[config.mk]
export PLATFORM = sky130hd
export DESIGN_NAME = instruction_fetch_unit
export DESIGN_NICKNAME = d
export VERILOG_FILES = /design/src/rtl/mips_pkg.sv /design/src/rtl/if_id_register.sv /design/src/rtl/instruction_fetch_unit.sv
export SDC_FILE = /design/constraint.sdc
export NUM_CORES = 1
export LEC_CHECK = 0
export ABC_AREA = 1
export ABC_CLOCK_PERIOD_IN_PS = 2100
export BUFFER_PORTS_ARGS = -buffer_cell sky130_fd_sc_hd__buf_2
export CAP_MARGIN = 20
export CORE_MARGIN = 2
export CORE_UTILIZATION = 49
export CTS_BUF_LIST = sky130_fd_sc_hd__clkbuf_2
export CTS_CLUSTER_SIZE = 16
export DETAILED_ROUTE_END_ITERATION = 10
export PLACE_DENSITY = 0.88
export SLEW_MARGIN = 20
export SYNTH_ARGS = -nofsm -noshare
export SYNTH_HDL_FRONTEND = slang
export SYNTH_SLANG_ARGS = --single-unit
export TNS_END_PERCENT = 30
[constraint.sdc]
create_clock -name clk -period 2.1 [get_ports clk]
set_input_delay 0.42 -clock clk [delete_from_list [all_inputs] [get_ports clk]]
set_output_delay 0.42 -clock clk [all_outputs]
set_load 0.03 [all_outputs]
[src/rtl/mips_pkg.sv]
// Shared definitions for the MIPS front end: text segment base, NOP encoding
// and the instruction fetch state enum.
package mips_pkg;

  localparam logic [31:0] TEXT_BASE_DEFAULT = 32'h0040_0000;
  localparam logic [31:0] NOP_INSTR         = 32'h0000_0000;

  typedef enum logic [1:0] {
    FILL = 2'd0,
    RUN  = 2'd1,
    HALT = 2'd2
  } fetch_state_e;

endpackage

[src/rtl/if_id_register.sv]
// IF/ID pipeline register: captures instruction, PC and PC + 4 on enable,
// drops the valid bit on flush. Flush wins if both are asserted.
module if_id_register
  import mips_pkg::*;
#(
  parameter int DATA_WIDTH = 32
) (
  input  logic                  clk,
  input  logic                  reset,
  input  logic                  enable_i,
  input  logic                  flush_i,
  input  logic [DATA_WIDTH-1:0] instr_i,
  input  logic [DATA_WIDTH-1:0] pc_i,
  input  logic [DATA_WIDTH-1:0] pc_plus4_i,
  output logic                  valid_o,
  output logic [DATA_WIDTH-1:0] instr_o,
  output logic [DATA_WIDTH-1:0] pc_o,
  output logic [DATA_WIDTH-1:0] pc_plus4_o
);

  logic                  valid_q;
  logic [DATA_WIDTH-1:0] instr_q;
  logic [DATA_WIDTH-1:0] pc_q;
  logic [DATA_WIDTH-1:0] pc_plus4_q;

  always_ff @(posedge clk or negedge reset) begin
    if (!reset) begin
      valid_q    <= 1'b0;
      instr_q    <= '0;
      pc_q       <= '0;
      pc_plus4_q <= '0;
    end else if (flush_i) begin
      valid_q <= 1'b0;
      instr_q <= DATA_WIDTH'(NOP_INSTR);
    end else if (enable_i) begin
      valid_q    <= 1'b1;
      instr_q    <= instr_i;
      pc_q       <= pc_i;
      pc_plus4_q <= pc_plus4_i;
    end
  end

  assign valid_o    = valid_q;
  assign instr_o    = instr_q;
  assign pc_o       = pc_q;
  assign pc_plus4_o = pc_plus4_q;

endmodule

[src/rtl/instruction_fetch_unit.sv]
// Instruction fetch: program counter, ROM addressing, range checking and the
// FILL/RUN/HALT sequencing in front of the IF/ID register.
module instruction_fetch_unit
  import mips_pkg::*;
#(
  parameter int                    DATA_WIDTH   = 32,
  parameter int                    MEMORY_DEPTH = 256,
  parameter logic [DATA_WIDTH-1:0] TEXT_BASE    = DATA_WIDTH'(TEXT_BASE_DEFAULT)
) (
  input  logic                  clk,
  input  logic                  reset,
  output logic [DATA_WIDTH-1:0] imem_address,
  input  logic [DATA_WIDTH-1:0] imem_instruction,
  input  logic                  redirect_valid,
  input  logic [DATA_WIDTH-1:0] redirect_target,
  input  logic                  id_ready,
  output logic                  id_valid,
  output logic [DATA_WIDTH-1:0] id_instruction,
  output logic [DATA_WIDTH-1:0] id_pc,
  output logic [DATA_WIDTH-1:0] id_pc_plus4,
  output logic                  fetch_fault
);

  localparam logic [DATA_WIDTH-1:0] ROM_BYTES = DATA_WIDTH'(4 * MEMORY_DEPTH);

  fetch_state_e          state_q, state_d;
  logic [DATA_WIDTH-1:0] pc_q, pc_d;
  logic [DATA_WIDTH-1:0] pc_plus4;
  logic                  capture;
  logic                  flush;

  function automatic logic is_legal(input logic [DATA_WIDTH-1:0] pc);
    logic [DATA_WIDTH-1:0] offset;
    offset = pc - TEXT_BASE;
    return (pc[1:0] == 2'b00) && (pc >= TEXT_BASE) && (offset < ROM_BYTES);
  endfunction

  assign pc_plus4     = pc_q + DATA_WIDTH'(4);
  assign imem_address = pc_q - TEXT_BASE;
  assign fetch_fault  = (state_q == HALT);

  always_ff @(posedge clk or negedge reset) begin
    if (!reset) begin
      state_q <= FILL;
      pc_q    <= TEXT_BASE;
    end else begin
      state_q <= state_d;
      pc_q    <= pc_d;
    end
  end

  // A faulting PC is kept in pc_q for debug; in HALT a pending instruction may still drain.
  always_comb begin
    state_d = state_q;
    pc_d    = pc_q;
    capture = 1'b0;
    flush   = 1'b0;
    case (state_q)
      FILL: state_d = RUN;
      RUN: begin
        if (redirect_valid) begin
          flush = 1'b1;
          pc_d  = redirect_target;
          if (!is_legal(redirect_target)) state_d = HALT;
        end else if (!id_valid || id_ready) begin
          if (!is_legal(pc_q)) begin
            flush   = 1'b1;
            state_d = HALT;
          end else begin
            capture = 1'b1;
            pc_d    = pc_plus4;
            if (!is_legal(pc_plus4)) state_d = HALT;
          end
        end
      end
      HALT: flush = id_ready;
      default: state_d = HALT;
    endcase
  end

  if_id_register #(.DATA_WIDTH(DATA_WIDTH)) u_if_id (
    .clk       (clk),
    .reset     (reset),
    .enable_i  (capture),
    .flush_i   (flush),
    .instr_i   (imem_instruction),
    .pc_i      (pc_q),
    .pc_plus4_i(pc_plus4),
    .valid_o   (id_valid),
    .instr_o   (id_instruction),
    .pc_o      (id_pc),
    .pc_plus4_o(id_pc_plus4)
  );

endmodule

==> reports/metrics.cfg <==
[run_status]
status=finished, violations left
violations=setup timing

[final_layout]
drive_above_1_share_pct=38.8
area_growth_pct=54.8
final_cells=1395
layout.nets=1279
fin_util_pct=77.9

[yosys]
synth.distinct_cells=36
yosysSeqAreaShare_pct=48.3
synth_nets=912
syn_area_um2=6690
syn_avg_cell_area_um2=8.00
async_reset_ff_share_pct=100
ys_warn_count=0
synthCells=836
synth_ff_type=dfrtp_1
synth_edf_count=0
synth-seq-cells=129

[clock_network]
cts_buffers=17
clk_pin_slew_ns=0.25
cts_tree=built
root_buffer=clkbuf_2
insertion_delay_ns=0.75
clock-sinks=129
cts_htree_levels=4
clock_path_buffers=2

[die]
core_um2=13300
die_y_um=121
rows=42
chipWidth_um=121
initial_core_util_pct=50.3
io_pins=198
fp.dieArea_um2=14600

[timing]
tns_ns=-88.88
hold_violations=0
setup_viol=137
worst_pin_slew_ns=0.492
fin_ws_ns=-0.786
slew_viol_final=0
fmax_mhz=346
slew_headroom_pct=66.9
finalClockSkew_ns=0.0440
rsz0062_at_grt=yes
period_minus_slack_ns=2.89
fin_crit_sh_pct=137

[placement]
gp_congestion=0.949
dp_hpwl_mm=14.8
port_buffers=197
pre_cts_ws_ns=-0.338
placed_cells=1273

[drt]
routed_wl_mm=25.6
viasPerCell=5.53
wl_met3_mm=2.52
drc=0
dr.pass1.iters=8
drt-met1-wl_mm=9.08
drtIter0Drc=1109
num_vias=7718
detailroute.wirelength.met2_mm=12.2
top_layer=met4
post_drt_wl_per_cell_um=18.3
ant_nets=0

[grt]
track_usage_pct=30.4
antenna_found_initial=3
grt_max_degree=60
grt_pass1_wl_mm=34.5
grt.overflow.total=0
grt_pass1_vias=7092

[power_and_ir_drop]
p_seq_share_pct=49.2
switching_share_pct=32.1
clock_power_share_pct=31.3
p_switching_mw=1.67
p_leak_nw=5.76
p_comb_share_pct=19.4
p_int_mw=3.54
powerDensity_nw_per_um2=503
max-vdd-ir-drop_v=0.000363

[setup_path]
arrival_ns=3.58
r2r-start=pc_q[22]$_DFFE_PN1P_
rr_worst_depth=17
r2r_end=u_if_id.instr_o[7]$_DFFE_PN0P_
critPathMaxFanout=6
worstPathRequired_ns=2.80
crit_type=reg -> reg
endpoint_kind=register
critical_path.startpoint=pc_q[22]$_DFFE_PN1P_
rrSetupSlack_ns=-0.79
start_kind=register

[worst_hold_path]
holdPathEnd=pc_q[30]$_DFFE_PN0P_
min_from=redirect_target[30]
whs_path_depth=4
min_path_type=in -> reg

[job]
maxCapViolations=0

## synth_stat cells (14+ instances only)
| cell | count | share of area (%) |
|---|---|---|
| nand3b_1 | 33 | 3.7 |
| o21ai_0 | 27 | 2.0 |
| nand3_1 | 65 | 4.9 |
| buf_4 | 27 | 3.0 |
| inv_1 | 93 | 5.2 |
| o21ai_1 | 25 | 1.9 |
| nand2_1 | 244 | 14 |
| o211ai_1 | 21 | 2.4 |
| nor2_1 | 65 | 3.6 |
| xor2_1 | 14 | 1.8 |
| buf_2 | 20 | 1.5 |
| dfrtp_1 | 128 | 48 |
## through the flow
stage | area (µm²) | total power, mW | hold slack, ns
after CTS | 9840 | 5.10 | 0.0000852
after global placement | 8620 | 3.37 | 0.401
after global routing | 10400 | 5.38 | 0.0268
after detailed placement | 8620 | 3.39 | 0.404
after floorplan | 6760 | 2.98 | 0.124
final | 10400 | 5.21 | 0.0377
## area by class of cell
class | count | area, µm²
clock buffer | 17 | 85.1
tap | 176 | 220
fill | 873 | 2940
antenna | 3 | 7.51
clock inverter | 15 | 160
timing repair buffer | 408 | 3220
multi-input combinational | 552 | 3070
sequential | 129 | 3230
inverter | 95 | 365
## power by group through the flow
stage	sequential [mW]	clock, mW	combinational [mW]
finish	2.56	1.63	1.01
global route	2.57	1.74	1.07
CTS	2.56	1.62	0.928
detailed placement	2.60	0	0.785
global placement	2.60	0	0.771
floorplan	2.61	0	0.367
## critical path: stages (launching register included)
cell and delay (ns):
dfstp_2 0.62, clkinvlp_4 0.12, buf_6 0.14, buf_6 0.11, nand3_4 0.07, xor2_2 0.08, buf_4 0.15, nor2_2 0.09
nand2_1 0.07, nor2_1 0.13, nand2_1 0.10, nor2_4 0.17, nand3_4 0.14, nor2_8 0.25, buf_6 0.18, buf_16 0.14
nand3_4 0.11, nand2_2 0.16
## layer usage
metal	track usage (%)	vias to the layer above
met1	36.6	3574
li1	-	3403
met2	50.2	573
met3	6.98	168
met4	16.7	0
met5	0	-
## worst max-delay path by stage
| stage | end | depth (start not counted) |
|---|---|---|
| floorplan | u_if_id.pc_o[13]$_DFFE_PN0P_ | 17 |
| global placement | u_if_id.pc_plus4_o[8]$_DFFE_PN0P_ | 14 |
| detailed placement | u_if_id.pc_o[3]$_DFFE_PN0P_ | 17 |
| CTS | imem_address[27] | 7 |
| global route | u_if_id.instr_o[7]$_DFFE_PN0P_ | 15 |
| finish | u_if_id.instr_o[7]$_DFFE_PN0P_ | 17 |
## flip-flops by register name (all words and copies together), names as in the netlist
register,flops
state_q,2
pc_q,32
u_if_id.pc_o,32
u_if_id.valid_o,1
u_if_id.pc_plus4_o,30
u_if_id.instr_o,32
## cell usage in the layout, fill, tap and decap left out, types with 5 or more instances in the layout
cell type | netlist | final
a31oi_1 | 7 | 7
buf_12 | 0 | 10
buf_2 | 20 | 185
buf_4 | 27 | 113
buf_6 | 3 | 24
clkbuf_16 | 0 | 9
clkbuf_2 | 1 | 17
clkinvlp_4 | 0 | 5
dfrtp_1 | 128 | 128
dlygate4sd3_1 | 0 | 62
ha_1 | 8 | 6
inv_1 | 93 | 86
inv_2 | 2 | 6
nand2_1 | 244 | 210
nand2_2 | 2 | 29
nand2_4 | 1 | 6
nand3_1 | 65 | 51
nand3_2 | 0 | 10
nand3_4 | 1 | 5
nand3b_1 | 33 | 33
nand4_1 | 12 | 12
nor2_1 | 65 | 55
nor2_2 | 0 | 9
o211ai_1 | 21 | 21
o21ai_0 | 27 | 11
o21ai_1 | 25 | 30
o21ai_2 | 0 | 11
xor2_1 | 14 | 13
## timing repair
action	4_1_cts	5_1_grt
hold endpoints to repair	130	0
resized for setup	52	94
cloned	4	9
buffers inserted	8	4
hold buffers	62	0
setup endpoints to repair	138	138
pin swaps	11	35
## cell families (layout without fill, tap and decap cells)
kind of cell             after synthesis  count (layout)  synth area share (%)
AND/OR/NAND/NOR                      442             442                  29.8
buffers and inverters                155             535                  10.9
flip-flops                           129             129                  48.3
AO/OA/AOI/OAI                         86              86                  7.42
XOR/XNOR                              16              16                  2.09
adder cells (fa/ha/maj)                8               8                  1.50
other                                  0               3                     0
Note: power is estimated with default switching activity, not from simulation.
